<file path="config.mk">
export PLATFORM = sky130hd
export DESIGN_NAME = mult_scheduler
export DESIGN_NICKNAME = d
export VERILOG_FILES = /design/src/rtl/mult_sched_pkg.sv /design/src/rtl/rr_arbiter.sv /design/src/rtl/mult_scheduler.sv
export SDC_FILE = /design/constraint.sdc
export NUM_CORES = 1
export LEC_CHECK = 0
export ABC_CLOCK_PERIOD_IN_PS = 10500
export CAP_MARGIN = 20
export CORE_MARGIN = 2
export CORE_UTILIZATION = 45
export DETAILED_ROUTE_END_ITERATION = 12
export PLACE_DENSITY_LB_ADDON = 0.3
export SYNTH_ARGS = -nofsm -noshare
export SYNTH_HDL_FRONTEND = slang
export SYNTH_SLANG_ARGS = --single-unit
</file>
<file path="constraint.sdc">
create_clock -name clk -period 10.5 [get_ports clk]
set_input_delay 3.15 -clock clk [delete_from_list [all_inputs] [get_ports clk]]
set_output_delay 3.15 -clock clk [all_outputs]
set_load 0.01 [all_outputs]
</file>
<file path="src/rtl/mult_sched_pkg.sv">
// Shared types and defaults for the multiplier scheduler and its round-robin arbiter.
package mult_sched_pkg;

  typedef enum logic [1:0] {
    IDLE  = 2'd0,
    ISSUE = 2'd1,
    WAIT  = 2'd2,
    RESP  = 2'd3
  } sched_state_t;

  localparam int DEF_NUM_REQ = 4;
  localparam int DEF_WIDTH   = 16;

endpackage

</file>
<file path="src/rtl/rr_arbiter.sv">
// Combinational round-robin arbiter: picks the first active request at or above ptr,
// wrapping around, and reports it both one-hot and encoded.
module rr_arbiter
  import mult_sched_pkg::*;
#(
  parameter int NUM_REQ = DEF_NUM_REQ,
  parameter int ID_W    = $clog2(NUM_REQ)
) (
  input  logic [NUM_REQ-1:0] req,
  input  logic [ID_W-1:0]    ptr,
  output logic [NUM_REQ-1:0] grant,
  output logic [ID_W-1:0]    grant_id
);

  // ptr + k stays below 2*NUM_REQ, so one extra bit and a single subtract do the wrap
  localparam logic [ID_W:0] NUM_REQ_W = (ID_W+1)'(NUM_REQ);

  logic [ID_W:0]   w_sum;
  logic [ID_W-1:0] w_idx;
  logic            w_found;

  always_comb begin
    grant    = '0;
    grant_id = '0;
    w_found  = 1'b0;
    w_sum    = '0;
    w_idx    = '0;
    for (int k = 0; k < NUM_REQ; k++) begin
      w_sum = {1'b0, ptr} + (ID_W+1)'(k);
      if (w_sum >= NUM_REQ_W) begin
        w_sum = w_sum - NUM_REQ_W;
      end
      w_idx = w_sum[ID_W-1:0];
      if (!w_found && req[w_idx]) begin
        grant[w_idx] = 1'b1;
        grant_id     = w_idx;
        w_found      = 1'b1;
      end
    end
  end

endmodule

</file>
<file path="src/rtl/mult_scheduler.sv">
// Shares one sequential multiplier among NUM_REQ requesters with round-robin selection;
// a zero operand skips the multiplier and answers 0 directly.
module mult_scheduler
  import mult_sched_pkg::*;
#(
  parameter int NUM_REQ = DEF_NUM_REQ,
  parameter int WIDTH   = DEF_WIDTH,
  parameter int ID_W    = $clog2(NUM_REQ)
) (
  input  logic                     clk,
  input  logic                     reset,
  input  logic [NUM_REQ-1:0]       req_valid,
  input  logic [NUM_REQ*WIDTH-1:0] req_a,
  input  logic [NUM_REQ*WIDTH-1:0] req_b,
  output logic [NUM_REQ-1:0]       req_ready,
  input  logic                     mul_ready,
  output logic                     mul_start,
  output logic [WIDTH-1:0]         mul_a,
  output logic [WIDTH-1:0]         mul_b,
  input  logic                     mul_done,
  input  logic [2*WIDTH-1:0]       mul_product,
  output logic                     rsp_valid,
  input  logic                     rsp_ready,
  output logic [ID_W-1:0]          rsp_id,
  output logic [2*WIDTH-1:0]       rsp_product,
  output logic                     busy
);

  localparam logic [ID_W-1:0] LAST_ID = ID_W'(NUM_REQ - 1);

  sched_state_t       r_state;
  sched_state_t       w_state_next;
  logic [WIDTH-1:0]   r_a;
  logic [WIDTH-1:0]   r_b;
  logic [ID_W-1:0]    r_id;
  logic [ID_W-1:0]    r_rr_ptr;
  logic [2*WIDTH-1:0] r_product;

  logic [NUM_REQ-1:0] w_grant;
  logic [ID_W-1:0]    w_grant_id;
  logic [WIDTH-1:0]   w_sel_a;
  logic [WIDTH-1:0]   w_sel_b;
  logic               w_any;
  logic               w_zero;
  logic [ID_W-1:0]    w_next_ptr;

  rr_arbiter #(
    .NUM_REQ (NUM_REQ),
    .ID_W    (ID_W)
  ) u_arb (
    .req      (req_valid),
    .ptr      (r_rr_ptr),
    .grant    (w_grant),
    .grant_id (w_grant_id)
  );

  always_comb begin
    w_sel_a = '0;
    w_sel_b = '0;
    for (int i = 0; i < NUM_REQ; i++) begin
      if (w_grant[i]) begin
        w_sel_a = req_a[i*WIDTH +: WIDTH];
        w_sel_b = req_b[i*WIDTH +: WIDTH];
      end
    end
  end

  assign w_any      = |req_valid;
  assign w_zero     = (w_sel_a == '0) || (w_sel_b == '0);
  assign w_next_ptr = (r_id == LAST_ID) ? '0 : r_id + 1'b1;

  // req_ready is also gated by reset so every output reads 0 while reset is held
  always_comb begin
    w_state_next = r_state;
    req_ready    = '0;
    mul_start    = 1'b0;
    rsp_valid    = 1'b0;
    busy         = 1'b1;
    case (r_state)
      IDLE: begin
        busy = 1'b0;
        if (reset) begin
          req_ready = w_grant;
        end
        if (w_any) begin
          w_state_next = w_zero ? RESP : ISSUE;
        end
      end
      ISSUE: begin
        if (mul_ready) begin
          mul_start    = 1'b1;
          w_state_next = WAIT;
        end
      end
      WAIT: begin
        if (mul_done) begin
          w_state_next = RESP;
        end
      end
      RESP: begin
        rsp_valid = 1'b1;
        if (rsp_ready) begin
          w_state_next = IDLE;
        end
      end
      default: w_state_next = IDLE;
    endcase
  end

  always_ff @(posedge clk or negedge reset) begin
    if (!reset) begin
      r_state   <= IDLE;
      r_a       <= '0;
      r_b       <= '0;
      r_id      <= '0;
      r_rr_ptr  <= '0;
      r_product <= '0;
    end else begin
      r_state <= w_state_next;
      case (r_state)
        IDLE: begin
          if (w_any) begin
            r_a  <= w_sel_a;
            r_b  <= w_sel_b;
            r_id <= w_grant_id;
            if (w_zero) begin
              r_product <= '0;
            end
          end
        end
        WAIT: begin
          if (mul_done) begin
            r_product <= mul_product;
          end
        end
        RESP: begin
          if (rsp_ready) begin
            r_rr_ptr <= w_next_ptr;
          end
        end
        default: ;
      endcase
    end
  end

  assign mul_a       = r_a;
  assign mul_b       = r_b;
  assign rsp_id      = r_id;
  assign rsp_product = r_product;

endmodule

</file>
==> run metrics, run 1 <==
run status finished clean; vias after detailed routing 6451; Tmin final 9.16 ns; Buf/Inv on CP 3; CTS Hold Buffers Added 0; post-route insts no fill 1095; final core occ 67.6%; initial core utilization 45.6%; VDD IR max 0.135 mV; Power Total 2.56 mW; Post-synth top cells a21oi_1 (142), o21ai_0 (88), nand2_1 (76); total CTS buffers 9; DRC 0; Synth Flop Type dfrtp_1; Final period util 87.3%; cell taking the most area after synthesis dfrtp_1; number of port buffers 241; Final Setup Violations 0; CP dominant cell by count clkdlybuf4s50_1; ratio of cells with drive above 1 in the final layout 6.86%; DIE WIDTH 116 um; H-tree Lvls 3; # clock sinks 70; crit path max fanout 24; initial antenna violation count 4; placed cells 1074; Seq cells post-synth 70; Post-Syn Nets 893; GRT overflow 0; DRT antenna net count 0; CP required 7.35 ns; Synth Instances 712; cells along the critical path clkdlybuf4s50_1 > or3b_1 > a2111oi_2 > or2_1 > a21oi_2 > buf_4 > nor2_1 > clkdlybuf4s50_1; Clk pin slew, worst setup/hold paths 0.05 ns; final estimated routing congestion in global placement 1.05; LEAKAGE 3.53 nW; measured slew at the worst slew-check pin 1.10 ns; Clock Path Buffers 2; GRT Total Usage 28.8%; Mapped Area 0.00569 mm^2; wire length per cell 18.7 um; Hold Path Class reg2reg; clock group share of total power 11.3%; # Max-Cap Violations 0; Slew HR 26.3%; detailed-placement wirelength estimate 14800 um; CTS resizes 0; delay-heaviest family, CP buffers and inverters; max-slew violation count 0; syn_area_per_cell 7.99 um^2; CTS tree built; Final #Nets 1095; DR pass1 iterations 7; fmax 109 MHz; Combinational Power Share 69.4%; pin count of the biggest net entering global routing 71; number of synthesized flops with an enable pin 0; vias per cell 5.89; postcts setup bufs 0; FP Rows 41; Int Power 1.33 mW; Startpoint Class input port; Netlist cell types 62; CP peak stage delay 0.64 ns; Worst-Skew Late Latency 0.33 ns; Crit-path slowest cell clkdlybuf4s50_1; critical path data arrival time 6.01 ns; Root Buffer Master clkbuf_16; Final Hold Vio Count 0; Core Region 0.0125 mm^2; RSZ-0062 raised after global routing no; # IOs 242; Die H 116 um; Area Overhead vs Synth 48.2%; setup TNS 0 ns; first-pass GRT wire length 30300 um; worst clock skew 0.00646 ns; Net Sw Power 1.22 mW; sequential power share 19.3%; die area 0.0135 mm^2; top-area cell type share of the netlist area 30.8%; power density cells 303 mW/mm^2; most frequent cell after synthesis a21oi_1; Switching Share 47.9%; synth top area cells dfrtp_1 (31%), a21oi_1 (13%), o21ai_0 (7.7%), mux2i_1 (6.2%), nand2_1 (5.0%); wirelength, routed 20500 um; async set or reset register ratio after synthesis 100%; first-iteration detailed-routing DRC count 603; crit path capture type output port; type of the worst setup path in2out; Seq/Total Area, Yosys 30.8%; number of global-route vias before repair 5835; Synth warnings 0
[worst register-to-register path, stage by stage, from the launching register on]
cell and delay, ns:
dfrtp_1 0.74, inv_1 0.25, ha_1 0.51, or3b_2 0.47, a21oi_1 0.17, or2_1 0.36
a221oi_1 0.23, nor2_1 0.76, a221oi_1 0.25, o31a_1 0.33, and4_1 0.20, a22oi_4 0.66
buf_4 0.44, mux2i_1 0.26
[stage by stage]
| stage | instance area, um^2 | hold WS, ns | setup slack (ns) |
|---|---|---|---|
| final | 8430 | 0.475 | 1.34 |
| after global placement | 8120 | 0.460 | 1.42 |
| after detailed placement | 8120 | 0.470 | 1.35 |
| after CTS | 8400 | 0.483 | 1.34 |
| after global routing | 8430 | 0.504 | 1.17 |
| after floorplan | 5690 | 0.516 | 2.14 |
[path summary, 6_finish.rpt]
path	depth (start not counted)	slack, ns	end	start
min reg2reg	1	0.47	mul_a[8]$_DFFE_PN0P_	mul_a[8]$_DFFE_PN0P_
max	8	1.34	req_ready[3]	req_valid[3]
max in group asynchronous	2	6.81	mul_b[11]$_DFFE_PN0P_	reset
min in group asynchronous	2	3.04	mul_b[3]$_DFFE_PN0P_	reset
max reg2reg	13	4.79	rsp_product[14]$_DFFE_PN0P_	r_rr_ptr[0]$_DFFE_PN0P_
min	1	0.47	mul_a[8]$_DFFE_PN0P_	mul_a[8]$_DFFE_PN0P_
[flip-flops by register name (all words and copies together), names as in the netlist]
register	flops
rsp_product	32
mul_a	16
mul_b	16
r_rr_ptr	2
r_state	2
rsp_id	2
[final cells by class]
class	instances	area [um^2]
inverter	9	33.8
antenna	4	10.0
fill	1084	4040
multi-input combinational	569	3610
clock buffer	11	243
timing repair buffer	255	2530
tap	172	215
sequential	70	1750
clock inverter	5	33.8
[logic make-up after synthesis]
| kind of cell | Yosys count | synth area share [%] |
|---|---|---|
| and+or+nand+nor | 200 | 18.0 |
| AOI/OAI and AO/OA | 309 | 33.0 |
| buffers and inverters | 73 | 6.07 |
| DFF | 70 | 30.8 |
| muxes | 48 | 9.40 |
| adders and majority gates | 12 | 2.64 |
[power by group through the flow]
stage,clock network (mW),logic [mW],registers [mW]
5_1_grt,0.304,1.94,0.510
2_1_floorplan,0,1.14,0.520
6_report,0.289,1.77,0.494
3_3_place_gp,0,1.71,0.493
3_5_place_dp,0,1.75,0.496
4_1_cts,0.293,1.75,0.494
[metal layers]
metal | routed length, um | vias up | global-route usage [%]
met3 | 1860 | 52 | 6.38
met2 | 9560 | 356 | 46.6
met4 | 837 | 0 | 14.3
met5 | 0 | - | 0
li1 | - | 3065 | -
met1 | 8200 | 2978 | 36.5
[cells in the final DEF, fill, tap and decap left out, types with 7 or more instances in the layout]
cell type	instances
clkdlybuf4s50_1	240
a21oi_1	142
o21ai_0	88
nand2_1	76
dfrtp_1	70
mux2i_1	35
and3_1	35
nand3_1	22
nor2_1	19
buf_4	14
ha_1	11
inv_1	9
mux2_2	9
a221oi_1	9
nor4_1	9
a21o_1	9
clkbuf_16	9
nor3_1	7
Power figures use the tool's default switching activity.
==> run 2, diff against run 1 <==
--- a/config.mk
+++ b/config.mk
@@ -6,7 +6,7 @@
 export NUM_CORES = 1
 export LEC_CHECK = 0
 export ABC_CLOCK_PERIOD_IN_PS = 10500
-export CAP_MARGIN = 20
+export CAP_MARGIN = 15
 export CORE_MARGIN = 2
 export CORE_UTILIZATION = 45
 export DETAILED_ROUTE_END_ITERATION = 12
==> run metrics, run 2 (synthesized netlist as in run 1, its figures left out) <==
FP Rows 41; WHS 0.474 ns; Power Total 2.55 mW; H-tree Lvls 3; power density cells 303 mW/mm^2; VDD IR max 0.138 mV; wire length per cell 18.7 um; initial core utilization 45.6%; M1 GR Usage 36.5%; GR met3 Demand/Resource 6.38%; crit path capture type output port; number of port buffers 241; Tmin final 9.15 ns; RSZ-0062 raised after global routing no; Clk pin slew, worst setup/hold paths 0.05 ns; Root Buffer Master clkbuf_16; measured slew at the worst slew-check pin 1.11 ns; busiest grt layer met2; number of global-route vias before repair 5835; pin count of the biggest net entering global routing 71; vias after detailed routing 6417; worst hold path cell count 1; Final Hold Vio Count 0; # clock sinks 70; GRT overflow 0; critical path data arrival time 6.00 ns; type of the worst setup path in2out; Final period util 87.1%; max FFs per register 32; commonest cells after routing, fill and taps aside clkdlybuf4s50_1 (240), a21oi_1 (142), o21ai_0 (88), nand2_1 (76), dfrtp_1 (70); Area Overhead vs Synth 47.8%; postcts setup bufs 0; final estimated routing congestion in global placement 1.05; # IOs 242; DRC 0; wirelength, routed 20400 um; CTS Hold Buffers Added 0; initial antenna violation count 4; detailed-placement wirelength estimate 14800 um; Die H 116 um; CTS resizes 0; # Max-Cap Violations 0; worst reg-to-reg setup slack 4.75 ns; vias per cell 5.87; Final Setup Violations 0; max-slew violation count 0; Seq. cell area 0.00175 mm^2; ratio of cells with drive above 1 in the final layout 6.75%; commonest non-fill, non-tap cell in the layout clkdlybuf4s50_1; CP required 7.35 ns; setup TNS 0 ns; die area 0.0135 mm^2; run status finished clean; DIE WIDTH 116 um; fmax 109 MHz; Hold Path Class reg2reg; GRT Total Usage 28.8%; crit path max fanout 24; worst clock skew 0.00671 ns; FF-to-FF path depth 14; Worst-Skew Late Latency 0.33 ns; CTS tree built; DRT antenna net count 0; total CTS buffers 9; first-pass GRT wire length 30300 um; Core Region 0.0125 mm^2; Slew HR 25.6%; DR pass1 iterations 5; LEAKAGE 3.52 nW; fillcell total 1086; Final #Nets 1094; multi-input combinational cell area 0.00361 mm^2; met2 global-route usage 46.6%; Clock Path Buffers 2; first-iteration detailed-routing DRC count 594; Startpoint Class input port
-- run 2: changes by cell type in the layout (fill, tap and decap cells not counted) --
cell,previous run,this run
buf_12,1,0
-- run 2: layer usage --
metal | part of all wire [%] | wire length (um) | vias to the layer above
met3 | 9.0 | 1830 | 57
met4 | 4.4 | 890 | 0
li1 | - | - | 3060
met2 | 47 | 9540 | 334
met5 | 0 | 0 | -
met1 | 40 | 8170 | 2966
-- run 2: critical path, stage by stage --
cell	delay [ns]
clkdlybuf4s50_1	0.63
or3b_1	0.39
a2111oi_2	0.45
or2_1	0.39
a21oi_2	0.10
buf_4	0.23
nor2_1	0.11
clkdlybuf4s50_1	0.54
-- run 2: where the power goes --
part	switching, mW	internal [mW]	total, mW
Combinational	0.996	0.767	1.76
Sequential	0.103	0.392	0.495
Clock	0.121	0.166	0.288
-- run 2: cell type report --
type | instances | area share [%]
Multi-Input combinational cell | 569 | 43.0
Sequential cell | 70 | 20.8
Clock inverter | 5 | 0.402
Inverter | 9 | 0.402
Tap cell | 172 | 2.56
Timing Repair Buffer | 254 | 29.8
Clock buffer | 11 | 2.89
Antenna cell | 4 | 0.119
-- run 2: final timing paths --
path,to,from
worst min register to register,mul_a[8]$_DFFE_PN0P_,mul_a[8]$_DFFE_PN0P_
max in group asynchronous,mul_b[11]$_DFFE_PN0P_,reset
worst min-delay path,mul_a[8]$_DFFE_PN0P_,mul_a[8]$_DFFE_PN0P_
worst max-delay path,req_ready[3],req_valid[3]
worst max register to register,rsp_product[14]$_DFFE_PN0P_,r_rr_ptr[0]$_DFFE_PN0P_
min in group asynchronous,mul_b[3]$_DFFE_PN0P_,reset
-- run 2: per-stage QoR --
step	worst slack [ns]	area [um^2]	cells	util, %
floorplan	2.14	5690	712	-
CTS	1.34	8400	1090	67.3
global placement	1.42	8120	1074	65.1
global route	1.17	8410	1094	67.4
detailed placement	1.35	8120	1074	65.1
finish	1.35	8410	1094	67.4
==> run 3, diff against run 2 <==
--- a/config.mk
+++ b/config.mk
@@ -14,3 +14,4 @@
 export SYNTH_ARGS = -nofsm -noshare
 export SYNTH_HDL_FRONTEND = slang
 export SYNTH_SLANG_ARGS = --single-unit
+export TNS_END_PERCENT = 30
==> results of run 3 <==
The final DEF is identical to that of run 2; final timing and power are the same.
